File: src/rtl/debounce_pulse_tx.sv
// Fixed-width pulse transmitter: each request becomes HIGH_CYCLES of Q=1 then LOW_CYCLES of Q=0.
// Optional pending-request queue enabled by macro DEBOUNCE_PULSE_TX_QUEUE_EN.
module debounce_pulse_tx #(
    parameter int unsigned HIGH_CYCLES = 4,
    parameter int unsigned LOW_CYCLES  = 4,
    parameter int unsigned PEND_W      = 4
) (
    input  logic              clk,
    input  logic              reset,
    input  logic              req,
    output logic              Q,
    output logic              busy,
    output logic [PEND_W-1:0] pend_cnt,
    output logic [7:0]        drop_cnt
);

    typedef enum logic [1:0] {
        S_IDLE,
        S_HIGH,
        S_LOW
    } state_t;

    localparam logic [7:0] HI_LOAD = 8'(HIGH_CYCLES - 1);
    localparam logic [7:0] LO_LOAD = 8'(LOW_CYCLES - 1);

    state_t      state_q, state_d;
    logic [7:0]  cnt_q, cnt_d;
    logic        q_q, q_d;
    logic        busy_q, busy_d;
    logic [7:0]  drop_q, drop_d;
    logic        low_end;
    logic        req_busy;
    logic        avail;

`ifdef DEBOUNCE_PULSE_TX_QUEUE_EN
    localparam logic [PEND_W-1:0] PEND_MAX = '1;
    logic [PEND_W-1:0] pend_q, pend_d;
    assign avail = (pend_q != '0) || req;
`else
    assign avail = req;
`endif

    assign low_end  = (state_q == S_LOW) && (cnt_q == '0);
    assign req_busy = req && (state_q != S_IDLE) && !low_end;

    always_comb begin
        state_d = state_q;
        cnt_d   = cnt_q;
        q_d     = q_q;
        drop_d  = drop_q;
`ifdef DEBOUNCE_PULSE_TX_QUEUE_EN
        pend_d  = pend_q;
`endif
        case (state_q)
            S_IDLE: begin
                q_d = 1'b0;
                if (req) begin
                    state_d = S_HIGH;
                    cnt_d   = HI_LOAD;
                    q_d     = 1'b1;
                end
            end
            S_HIGH: begin
                if (cnt_q == '0) begin
                    state_d = S_LOW;
                    cnt_d   = LO_LOAD;
                    q_d     = 1'b0;
                end else begin
                    cnt_d = cnt_q - 8'd1;
                end
            end
            S_LOW: begin
                if (cnt_q != '0) begin
                    cnt_d = cnt_q - 8'd1;
                end else if (avail) begin
                    state_d = S_HIGH;
                    cnt_d   = HI_LOAD;
                    q_d     = 1'b1;
`ifdef DEBOUNCE_PULSE_TX_QUEUE_EN
                    // Queued entry wins; a concurrent req takes its slot, so depth is unchanged.
                    if (pend_q != '0 && !req) begin
                        pend_d = pend_q - 1'b1;
                    end
`endif
                end else begin
                    state_d = S_IDLE;
                end
            end
            default: begin
                state_d = S_IDLE;
                cnt_d   = '0;
                q_d     = 1'b0;
            end
        endcase

        if (req_busy) begin
`ifdef DEBOUNCE_PULSE_TX_QUEUE_EN
            if (pend_q != PEND_MAX) begin
                pend_d = pend_q + 1'b1;
            end else if (drop_q != '1) begin
                drop_d = drop_q + 8'd1;
            end
`else
            if (drop_q != '1) begin
                drop_d = drop_q + 8'd1;
            end
`endif
        end

        busy_d = (state_d != S_IDLE);
    end

    always_ff @(posedge clk) begin
        if (reset) begin
            state_q <= S_IDLE;
            cnt_q   <= '0;
            q_q     <= 1'b0;
            busy_q  <= 1'b0;
            drop_q  <= '0;
        end else begin
            state_q <= state_d;
            cnt_q   <= cnt_d;
            q_q     <= q_d;
            busy_q  <= busy_d;
            drop_q  <= drop_d;
        end
    end

`ifdef DEBOUNCE_PULSE_TX_QUEUE_EN
    always_ff @(posedge clk) begin
        if (reset) begin
            pend_q <= '0;
        end else begin
            pend_q <= pend_d;
        end
    end
    assign pend_cnt = pend_q;
`else
    assign pend_cnt = '0;
`endif

    assign Q        = q_q;
    assign busy     = busy_q;
    assign drop_cnt = drop_q;

endmodule
File: config.mk
export PLATFORM = sky130hd
export DESIGN_NAME = debounce_pulse_tx
export DESIGN_NICKNAME = d
export VERILOG_FILES = /design/src/rtl/debounce_pulse_tx.sv
export SDC_FILE = /design/constraint.sdc
export NUM_CORES = 1
export LEC_CHECK = 0
export CAP_MARGIN = 20
export CORE_MARGIN = 2
export CORE_UTILIZATION = 42
export CTS_BUF_LIST = sky130_fd_sc_hd__clkbuf_16
export DETAILED_ROUTE_END_ITERATION = 16
export GPL_TIMING_DRIVEN = 0
export HOLD_SLACK_MARGIN = 0.12
export SETUP_SLACK_MARGIN = 0.5
export SYNTH_ARGS = -nofsm -noshare
export SYNTH_HDL_FRONTEND = slang
export SYNTH_SLANG_ARGS = --single-unit
File: constraint.sdc
create_clock -name clk -period 2.6 [get_ports clk]
set_input_delay 0.39 -clock clk [delete_from_list [all_inputs] [get_ports clk]]
set_output_delay 0.39 -clock clk [all_outputs]
set_load 0.01 [all_outputs]
# Word level (Yosys, flattened, before mapping)
# Cells that the tools add are included.
[totals]
regBits = 20
in_bits = 3
elab_cells = 38
[classes]
n_addsub = 2
n_eq_ne = 6
n_mux = 14
n_reduce_logical = 11
[ops]
columns = ["op", "n"]
rows = [
  ["8-bit two-way mux", 3],
  ["8-bit case mux with 3 select lines", 1],
  ["8-bit by 1-bit adder with 8-bit output (second input constant)", 1],
  ["8-bit logical NOT", 1],
  ["8-bit != test (second input constant)", 1],
  ["8-bit nonzero test", 1],
  ["8-bit by 1-bit subtractor with 8-bit output (second input constant)", 1],
  ["2-bit two-way mux", 3],
  ["2-bit != test (second input constant)", 3],
  ["2-bit case mux with 3 select lines", 1],
  ["1-bit two-way mux", 5],
  ["2-bit nonzero test", 2],
  ["1-bit logical AND", 3],
  ["1-bit case mux with 3 select lines", 1],
  ["3-bit AND reduction", 1],
  ["2-bit by 1-bit == test with 1-bit output (second input constant)", 1],
  ["2-bit == test (second input constant)", 1],
  ["2-bit logical NOT", 1],
  ["2-bit AND reduction", 1],
  ["1-bit logical NOT", 1],
]

# Depth between registers and ports, before layout
[depth]
ltp_word = 5
mapped_depth = 7

# Worst setup path before layout
# No wires, ideal clock.
[synth_timing]
path_type = "flip-flop to flip-flop"
startpoint = "reg cnt_q[0]"
endpoint = "reg drop_q[7], in the netlist drop_cnt[7]"
setup_ns = 0.123
t_arrival_ns = 1.716
slack_ns = 0.761
path_stages_with_launch = 7
n_path_buf = 0
period_less_slack_ns = 1.839
cell_sequence = "dfxtp_1 > inv_1 > ha_1 > or4b_4 > o311ai_4 > nor4_1 > mux2_1"
[synth_via]
elab_chain_len = 5
[synth_rtl]
columns = ["element", "line_no", "text"]
rows = [
  ["from (decl)", "27", "logic [7:0] cnt_q, cnt_d;"],
  ["from (signal assigned)", "122", "cnt_q <= cnt_d;"],
  ["8-bit logical NOT", "43", "assign low_end = (state_q == S_LOW) && (cnt_q == '0);"],
  ["1-bit logical AND", "43", ""],
  ["1-bit logical NOT", "44", "assign req_busy = req && (state_q != S_IDLE) && !low_end;"],
  ["1-bit logical AND", "44", ""],
  ["2-bit AND reduction (no source line)", "-", ""],
  ["to (signal assigned)", "125", "drop_q <= drop_d;"],
  ["to (decl)", "30", "logic [7:0] drop_q, drop_d;"],
]
# No other way between the ends.
# A chain may end at the register's enable or synchronous reset.

# Worst setup path after layout
# Same ends and word-level chain as after synthesis.

==> run summary <==
status - completed
ANT cells - 0
setup violators final - 0
gpl congestion - 0.786
number of remaining DRC errors - 0
gr ovfl total - 0
dominant cells by area after synthesis - dfxtp_1, a21oi_1, nand3_1
deepest clock path buffer count - 2
RSZ-0062 raised after global routing - no
final cycle utilization of the critical path - 0.778
starting density of the core - 0.446
Main synth FF type - dfxtp_1
Synth async-reset ratio - 0
Ys Warns - 0
Setup Skew - 0.00281 ns
CTS tree - built
Post-Syn Instances - 128
final non-filler cell total - 178
synth cell count leaders - dfxtp_1, a21oi_1, nand3_1, nor2_1
Synth Area per Inst - 8.72 µm²
clock slew at reported path FFs - 0.06 ns
remaining antenna violation count after routing - 0
Power Dens Cells - 759 nW/µm²
met1 global-route usage - 0.226
fin crit period - 2.02 ns
initial drt markers - 22
Hold-fix buffers, CTS - 0
post-layout net count - 156
initial antenna violation count - 0
post-synth top area share - 0.359
Mapped Area - 1120 µm²
Hold Crit Class - reg -> reg
Global Route Usage Sum - 0.178
CTS H-tree depth - 1
Routed WL per cell - 14.3 µm
Peak VDD IR - 0.000559 V
Clock Tree Root - clkbuf_16
Ports - 17
number of synthesized register bits - 20
Worst-Skew Late Latency - 0.25 ns
Num CTS Buffers - 3
CP endpoint kind - register
via count - 1040
vias in the first global route - 959
core area - 2500 µm²
Avg Vias per Cell - 5.84
Post-synth EDFFs - 0
final wirelength - 2550 µm
M3 GR Usage - 0.0515
count leader, synth - dfxtp_1
max-cap viol count - 0
Die W - 55.6 µm
met2 usage - 0.296
Die Footprint - 3090 µm²
Min Hold Slack - 0.502 ns
drt pass-1 iters - 4
Max FO, Critical Path - 6
CP Data Required Time - 2.74 ns
Port Buf Inserts - 12
distinct cell type count after synthesis - 45
Final Hold Fails - 0
CP arrival - 2.16 ns
cell leakage power - 0.000532 µW
first-pass GRT wire length - 4370 µm
Placed Cells - 173
global route hottest layer - met2
Chip Height - 55.6 µm
register area share after synthesis - 0.359
dpl hpwl - 1830 µm
total negative slack - 0 ns
share of cells above drive strength 1 - 0.169
post-synth top area cell - dfxtp_1
CP Launch Type - register
max frequency - 494 MHz
Area Growth Syn to Fin - 24.8%
clock sink count - 20
row count - 18
largest net degree at the start of global routing - 11
Setup CP Type - reg -> reg
Slew Limit Fails - 0
Final Util - 0.557
-- registers in the layout, indices dropped and copies added, names as in the netlist --
signal / cells
cnt_q: 8
drop_cnt: 8
state_q: 2
Q: 1
busy: 1
-- power breakdown --
part	total (µW)	internal [µW]	switching [µW]
clock	316	203	113
sequential	388	347	40.7
combinational	353	155	198
-- layout make-up --
| type | instances | area (µm²) |
|---|---|---|
| clock buffer | 3 | 75.1 |
| inverter | 6 | 22.5 |
| multi-input combinational | 96 | 658 |
| sequential | 20 | 405 |
| buffer | 9 | 58.8 |
| fill | 253 | 1110 |
| timing repair buffer | 14 | 135 |
| tap | 30 | 37.5 |
-- final timing paths --
kind	from	endpoint	slack [ns]	depth (start not counted)
hold reg to reg	Q	Q	0.50	2
hold / removal	Q	Q	0.50	2
setup / recovery	cnt_q[0]	drop_cnt[7]	0.58	6
setup reg to reg	cnt_q[0]	drop_cnt[7]	0.58	6
-- logic make-up (layout without fill, tap and decap cells) --
group                    count (synthesis)  after routing  share of synthesized area
AO/OA/AOI/OAI                           35             35                      0.238
buffers and inverters                   15             32                     0.0729
AND/OR/NAND/NOR                         50             50                      0.258
other                                    1              4                    0.00336
multiplexers                             2              2                     0.0202
flip-flops                              20             20                      0.359
XOR/XNOR                                 2              2                     0.0157
adder cells (fa/ha/maj)                  3              3                     0.0336
-- per-layer routing --
metal  vias up  share of wire
met2        20           0.47
met3         2          0.042
met4         0         0.0051
li1        517              -
met1       501           0.48
met5         -              0
-- repair_timing --
item                       CTS  global route
buffers inserted             0             2
gates resized for setup      0             7
setup endpoints to repair    0             2
-- cell usage in the layout, fill, tap and decap left out, types with 3 or more instances in the layout --
cell type | synthesis | final
conb_1 | 1 | 4
clkbuf_16 | 0 | 3
ha_1 | 3 | 3
nand2_1 | 4 | 4
dfxtp_1 | 20 | 18
a21oi_1 | 8 | 8
or3_1 | 6 | 6
nand3_1 | 8 | 8
inv_1 | 6 | 4
nor2_1 | 7 | 7
clkdlybuf4s50_1 | 0 | 12
o31ai_1 | 3 | 3
a21o_1 | 3 | 3
o21ai_0 | 4 | 4
nand4_1 | 3 | 3
buf_4 | 4 | 6
nor3_1 | 5 | 5
or4_1 | 3 | 3
-- worst max-delay path: stages, from the launching register on --
cell and delay [ns]:
dfxtp_4 0.35, inv_2 0.05, ha_1 0.13, or4b_4 0.52, o311ai_4 0.43, nor4_2 0.10, mux2_1 0.32
-- metrics by stage --
step	setup slack, ns	area [µm²]	total power, µW
after CTS	0.562	1360	1050
after detailed placement	0.480	1280	729
after floorplan	0.761	1130	644
after global routing	0.498	1390	1120
final	0.577	1390	1060
after global placement	0.527	1280	720
(Power assumes the default switching activity.)
